## src/rtl/disp_pkg.sv

```systemverilog
// Shared constants and helpers for the seven-segment display source selector.
// Holds the reset pattern, scan-rate presets, channel indices and mode decoding.
package disp_pkg;

  localparam logic [31:0] RST_VAL_DEF    = 32'hAA5555AA;
  localparam int unsigned SCAN_CYC_SIM   = 4;
  localparam int unsigned SCAN_CYC_BOARD = 50_000_000;

  // Channel map of the standard 8-way debug build.
  localparam int unsigned CH_CPU  = 0;
  localparam int unsigned CH_PC   = 1;
  localparam int unsigned CH_CNT  = 2;
  localparam int unsigned CH_INST = 3;
  localparam int unsigned CH_ADDR = 4;
  localparam int unsigned CH_D2B  = 5;
  localparam int unsigned CH_D4B  = 6;
  localparam int unsigned CH_PC2  = 7;

  typedef enum logic [1:0] {
    MODE_MANUAL = 2'd0,
    MODE_SCAN   = 2'd1,
    MODE_FREEZE = 2'd2
  } mode_e;

  // Freeze outranks scan, scan outranks manual select.
  function automatic mode_e decode_mode(input logic freeze, input logic scan_en);
    if (freeze)       return MODE_FREEZE;
    else if (scan_en) return MODE_SCAN;
    else              return MODE_MANUAL;
  endfunction

endpackage

```

## src/rtl/disp_scan_timer.sv

```systemverilog
// Dwell timer for auto-scan: counts SCAN_CYC falling edges per channel and
// flags the final cycle so the selector can advance to the next channel.
module disp_scan_timer
  import disp_pkg::*;
#(
  parameter int unsigned SCAN_CYC = SCAN_CYC_BOARD
) (
  input  logic clk,
  input  logic rst,
  input  logic en,
  input  logic hold,
  output logic tick
);

  localparam int unsigned CW = (SCAN_CYC > 1) ? $clog2(SCAN_CYC) : 1;
  localparam logic [CW-1:0] LAST = CW'(SCAN_CYC - 1);

  logic [CW-1:0] cnt_q, cnt_d;

  // tick marks the edge on which the counter wraps; hold parks the count.
  assign tick = en && !hold && (cnt_q == LAST);

  always_comb begin
    cnt_d = cnt_q;
    if (hold)       cnt_d = cnt_q;
    else if (!en)   cnt_d = '0;
    else if (tick)  cnt_d = '0;
    else            cnt_d = cnt_q + 1'b1;
  end

  // NOTE: state registers use non-blocking assignments so every flop samples
  // pre-edge values; blocking here would create order-dependent simulation.
  always_ff @(negedge clk or posedge rst) begin
    if (rst) cnt_q <= '0;
    else     cnt_q <= cnt_d;
  end

endmodule

```

## src/rtl/disp_src_sel.sv

```systemverilog
// Selects the value shown on the seven-segment display: the CPU output register
// or a debug channel, chosen manually, by auto-scan, or held by freeze.
module disp_src_sel
  import disp_pkg::*;
#(
  parameter int unsigned    DW       = 32,
  parameter int unsigned    NCH      = 8,
  parameter int unsigned    SELW     = $clog2(NCH),
  parameter int unsigned    SCAN_CYC = SCAN_CYC_BOARD,
  parameter logic [DW-1:0]  RST_VAL  = DW'(RST_VAL_DEF)
) (
  input  logic                  clk,
  input  logic                  rst,
  input  logic                  cpu_we,
  input  logic [DW-1:0]         cpu_data,
  input  logic [(NCH-1)*DW-1:0] test_data,
  input  logic [SELW-1:0]       sel,
  input  logic                  scan_en,
  input  logic                  freeze,
  output logic [DW-1:0]         disp_num,
  output logic [SELW-1:0]       cur_ch,
  output logic                  scan_tick
);

  localparam int unsigned     NSLOT   = 1 << SELW;
  localparam logic [SELW-1:0] LAST_CH = SELW'(NCH - 1);
  localparam logic [SELW:0]   NCH_W   = (SELW + 1)'(NCH);

  logic [DW-1:0]   disp_q, disp_d;
  logic [SELW-1:0] ch_q, ch_d;
  logic [DW-1:0]   cpu_hold_q, cpu_hold_d;
  logic            tick_q;
  logic            adv;
  logic            sel_ok;
  mode_e           mode;
  logic [DW-1:0]   ch_val [NSLOT];

  disp_scan_timer #(
    .SCAN_CYC (SCAN_CYC)
  ) u_timer (
    .clk  (clk),
    .rst  (rst),
    .en   (scan_en),
    .hold (freeze),
    .tick (adv)
  );

  assign mode   = decode_mode(freeze, scan_en);
  assign sel_ok = ({1'b0, sel} < NCH_W);

  // Channel 0 bypasses a same-edge CPU write so the new value shows at once;
  // unused slots of a non-power-of-two channel count read as zero.
  always_comb begin
    for (int k = 0; k < NSLOT; k++) ch_val[k] = '0;
    ch_val[0] = cpu_we ? cpu_data : cpu_hold_q;
    for (int k = 1; k < NCH; k++) ch_val[k] = test_data[k*DW-1 -: DW];
  end

  // NOTE: every output of this block gets a default first, so no path
  // through the case leaves a signal unassigned and no latch is inferred.
  always_comb begin
    disp_d     = disp_q;
    ch_d       = ch_q;
    cpu_hold_d = cpu_we ? cpu_data : cpu_hold_q;
    case (mode)
      MODE_FREEZE: begin
        disp_d = disp_q;
        ch_d   = ch_q;
      end
      MODE_SCAN: begin
        disp_d = ch_val[ch_q];
        if (adv) ch_d = (ch_q == LAST_CH) ? '0 : ch_q + 1'b1;
      end
      default: begin
        if (sel_ok) begin
          ch_d   = sel;
          disp_d = ch_val[sel];
        end
      end
    endcase
  end

  always_ff @(negedge clk or posedge rst) begin
    if (rst) begin
      disp_q     <= RST_VAL;
      ch_q       <= '0;
      cpu_hold_q <= '0;
      tick_q     <= 1'b0;
    end else begin
      disp_q     <= disp_d;
      ch_q       <= ch_d;
      cpu_hold_q <= cpu_hold_d;
      tick_q     <= adv;
    end
  end

  assign disp_num  = disp_q;
  assign cur_ch    = ch_q;
  assign scan_tick = tick_q;

endmodule

```

## config.mk

```make
export PLATFORM = sky130hd
export DESIGN_NAME = disp_src_sel
export DESIGN_NICKNAME = d
export VERILOG_FILES = /design/src/rtl/disp_pkg.sv /design/src/rtl/disp_scan_timer.sv /design/src/rtl/disp_src_sel.sv
export SDC_FILE = /design/constraint.sdc
export NUM_CORES = 1
export LEC_CHECK = 0
export ABC_CLOCK_PERIOD_IN_PS = 4800
export CAP_MARGIN = 20
export CORE_MARGIN = 5
export CORE_UTILIZATION = 45
export CTS_BUF_LIST = sky130_fd_sc_hd__clkbuf_8
export DETAILED_ROUTE_END_ITERATION = 6
export MAX_ROUTING_LAYER = met4
export PLACE_DENSITY = 0.81
export SLEW_MARGIN = 20
export SYNTH_ARGS = -nofsm -noshare
export SYNTH_HDL_FRONTEND = slang
export SYNTH_SLANG_ARGS = --single-unit
```

## constraint.sdc

```tcl
create_clock -name clk -period 4.8 [get_ports clk]
set_clock_uncertainty 0.1 [all_clocks]
set_input_delay 0.48 -clock clk [delete_from_list [all_inputs] [get_ports clk]]
set_output_delay 0.48 -clock clk [all_outputs]
set_load 0.01 [all_outputs]
```

==> flow_summary.ini <==
[power]
switching_share_pct = 30.9
cellInternalPower_uw = 1910
pwr-share-comb_pct = 39.6
p_switching_uw = 853
worst_ir_drop_vdd_mv = 0.179
power_leakage_uw = 0.00432
seq_power_share_pct = 34.6
clock_power_share_pct = 25.8
cellPowerDensity_nw_per_um2 = 236

[finish]
flow.area_growth_from_synthesis_pct = 45.7
final_common_cell = clkdlybuf4s50_1
num-nets-final = 1269
stdcell_count = 1245
layout_common_cells = clkdlybuf4s50_1 (294), mux4_2 (96), dfrtn_1 (78)
num-fill-cells = 1330
layout_cells_sized_above_1_pct = 20.3

[clock_tree]
clk_latency_ns = 0.35
clock_path_buffers = 2
cts_setup_buffers = 0
cts_buffers = 9
clkTransAtPathRegs_ns = 0.07
root_buffer = clkbuf_8
h-tree-depth = 3
cts.repair.resized = 0
cts_tree = yes
post_cts_hold_buffer_count = 0
tritoncts_num_sinks = 94

[worst_setup_path]
crit_chain = clkdlybuf4s50_1
critical_path_buf_inv_count = 1
worst-endpoint-arrival_ns = 3.92
cp-startpoint = disp_num[16]$_DFFE_NP1P_
cp_slowest_stage_delay_ns = 0.57
worst_path_dominant_cell_family = buffers and inverters
start_kind = register
crit-reg2reg-launch = cur_ch[0]$_DFFE_NP0P_
crit_path_max_fanout = 2
crit_required_ns = 4.22
critPathSlowestCell = clkdlybuf4s50_1
path_class = reg2out
worstSetupEndpointType = primary output

[global_route]
global_route.usage.met1_pct = 33.2
grt_start_max_net_pins = 95
met2_usage_pct = 50.1
antenna_violations_before_repair = 12
first_global_vias = 8236
grt_use_met3_pct = 7.42
grt_overflow = 0
first_pass_grt_wire_length_um = 45300
grt-busiest-layer = met2
grt_use_total_pct = 29.6

[yosys]
ys_warn_count = 0
synthDistinctLibCells = 47
netlist_instances = 721
ys_ff_latch = 94
synth_area_um2 = 8020
syn-mean-instance-area_um2 = 11.1
sequential_element_share_of_the_synthesized_area_pct = 29.6
mappedNetlistNets = 988
synthArstFlopShare_pct = 100
synth_enable_flop_cells = 0
synth_flop_cell = dfrtn_1

[detailed_routing]
drt_iter0_drc = 629
detail_route.drc_violations = 0
route.detailed.wl_per_inst_um = 24.2
detail_route.first_pass.iterations = 5
final_antenna_net_count = 0
routed_wirelength_um = 30100
via_count = 7891
post_drt_via_cell_ratio = 6.34

[place]
routabilityCongestion = 0.896
detailed_placement_hpwl_um = 22600
placedCellCount = 1201
io_buffers = 299

[floorplan]
fp.dieW_um = 143
floorplan.rows = 48
floorplan.initialDensity_pct = 46.0
coreArea_um2 = 17400
die_height_um = 143
design.die.area_um2 = 20600
num_io_pins = 300

[timing]
hold_viol_final = 0
relative_slew_margins_pct = 32.5
timing.final.max_slew_violations = 0
grt_setup_unrepaired = false
finalSetupViolations = 0
tightest_slew_ns = 1.01
finalSetupTns_ns = 0

[min_path]
min-delay-start = disp_num[0]$_DFFE_NP0P_
timing.hold.worst.class = reg2reg

[status]
outcome = finished clean

[flow_run]
timing.max_cap.violations = 0
==> worst register-to-register path, stage by stage (launching register included) <==
cell and delay, ns:
dfrtn_1 0.41, buf_4 0.63, buf_4 0.77, mux2i_1 0.35, a22oi_1 0.13, o211ai_1 0.18, nand3_1 0.09
==> cells in the mapped netlist (all sizes together), types with 3 or more instances <==
master / count / area share [%]
nor2: 12 / 0.56
inv: 15 / 0.70
nand2b: 34 / 2.7
nand3: 45 / 2.8
nor4: 4 / 0.55
and2: 3 / 0.23
or3: 8 / 0.62
o211ai: 66 / 6.2
clkbuf: 46 / 2.2
mux2: 34 / 4.8
nor2b: 4 / 0.31
nand4: 10 / 0.78
mux2i: 64 / 8.0
or4: 3 / 0.33
ha: 3 / 0.47
nand2: 56 / 2.6
dfstp: 16 / 5.2
mux4: 96 / 27
o22ai: 3 / 0.23
a31oi: 11 / 0.86
o21ai: 15 / 0.98
a21oi: 13 / 0.81
a22oi: 32 / 3.0
nor3: 6 / 0.37
a22o: 3 / 0.33
buf: 26 / 1.5
dfrtn: 78 / 24
==> layout make-up <==
cell class                 count  area, µm²  area share, %
clock inverter                22        163           1.39
clock buffer                  10        138           1.18
sequential                    94       2370           20.3
antenna                       13       32.5          0.279
tap                          225        282           2.41
inverter                      15       60.1          0.514
multi-input combinational    539       5310           45.5
timing repair buffer         327       3320           28.4
==> state kept, by name, summed over array words and instances (netlist names) <==
name / count
u_timer.cnt_q: 26
cur_ch: 3
scan_tick: 1
disp_num: 32
cpu_hold_q: 32
==> per-stage QoR <==
| stage | total power, µW | setup slack (ns) | hold WS (ns) | cell area [µm²] | utilization, % |
|---|---|---|---|---|---|
| after floorplan | 1560 | 0.0738 | 0.337 | 8020 | - |
| after global placement | 2060 | 0.196 | 0.325 | 11300 | 65.2 |
| after detailed placement | 2080 | 0.177 | 0.329 | 11300 | 65.2 |
| after CTS | 2760 | 0.289 | 0.331 | 11600 | 66.9 |
| after global routing | 2890 | 0.239 | 0.349 | 11700 | 67.0 |
| final | 2760 | 0.298 | 0.328 | 11700 | 67.1 |
==> per-layer routing <==
| layer | up-vias | share of wire, % |
|---|---|---|
| met5 | - | 0 |
| met3 | 82 | 9.2 |
| met2 | 443 | 52 |
| met1 | 3909 | 34 |
| li1 | 3457 | - |
| met4 | 0 | 4.6 |
==> final timing paths <==
check | to | slack (ns) | cells after the start
worst max register to register | disp_num[19]$_DFFE_NP0P_ | 1.98 | 6
worst max-delay path | disp_num[16] | 0.30 | 1
worst min-delay path | disp_num[0]$_DFFE_NP0P_ | 0.33 | 2
min in group asynchronous | cpu_hold_q[6]$_DFF_NP0_ | 2.77 | 3
worst min register to register | disp_num[0]$_DFFE_NP0P_ | 0.33 | 2
max in group asynchronous | disp_num[20]$_DFFE_NP1P_ | 1.31 | 3
==> power groups by stage <==
stage	Sequential, µW	Combinational (µW)	Clock, µW
5_1_grt	967	1170	760
3_3_place_gp	963	1070	21.7
2_1_floorplan	985	557	21.7
6_report	955	1090	712
3_5_place_dp	966	1090	21.7
4_1_cts	954	1090	714
==> cell families after synthesis <==
logic type / Yosys count / share of synthesized area, %
flip-flops: 94 / 29.6
multiplexers: 194 / 39.7
AO/OA/AOI/OAI: 150 / 13.2
AND/OR/NAND/NOR: 192 / 12.6
buffers and inverters: 88 / 4.45
adder cells (fa/ha/maj): 3 / 0.468
(Power assumes the default switching activity.)
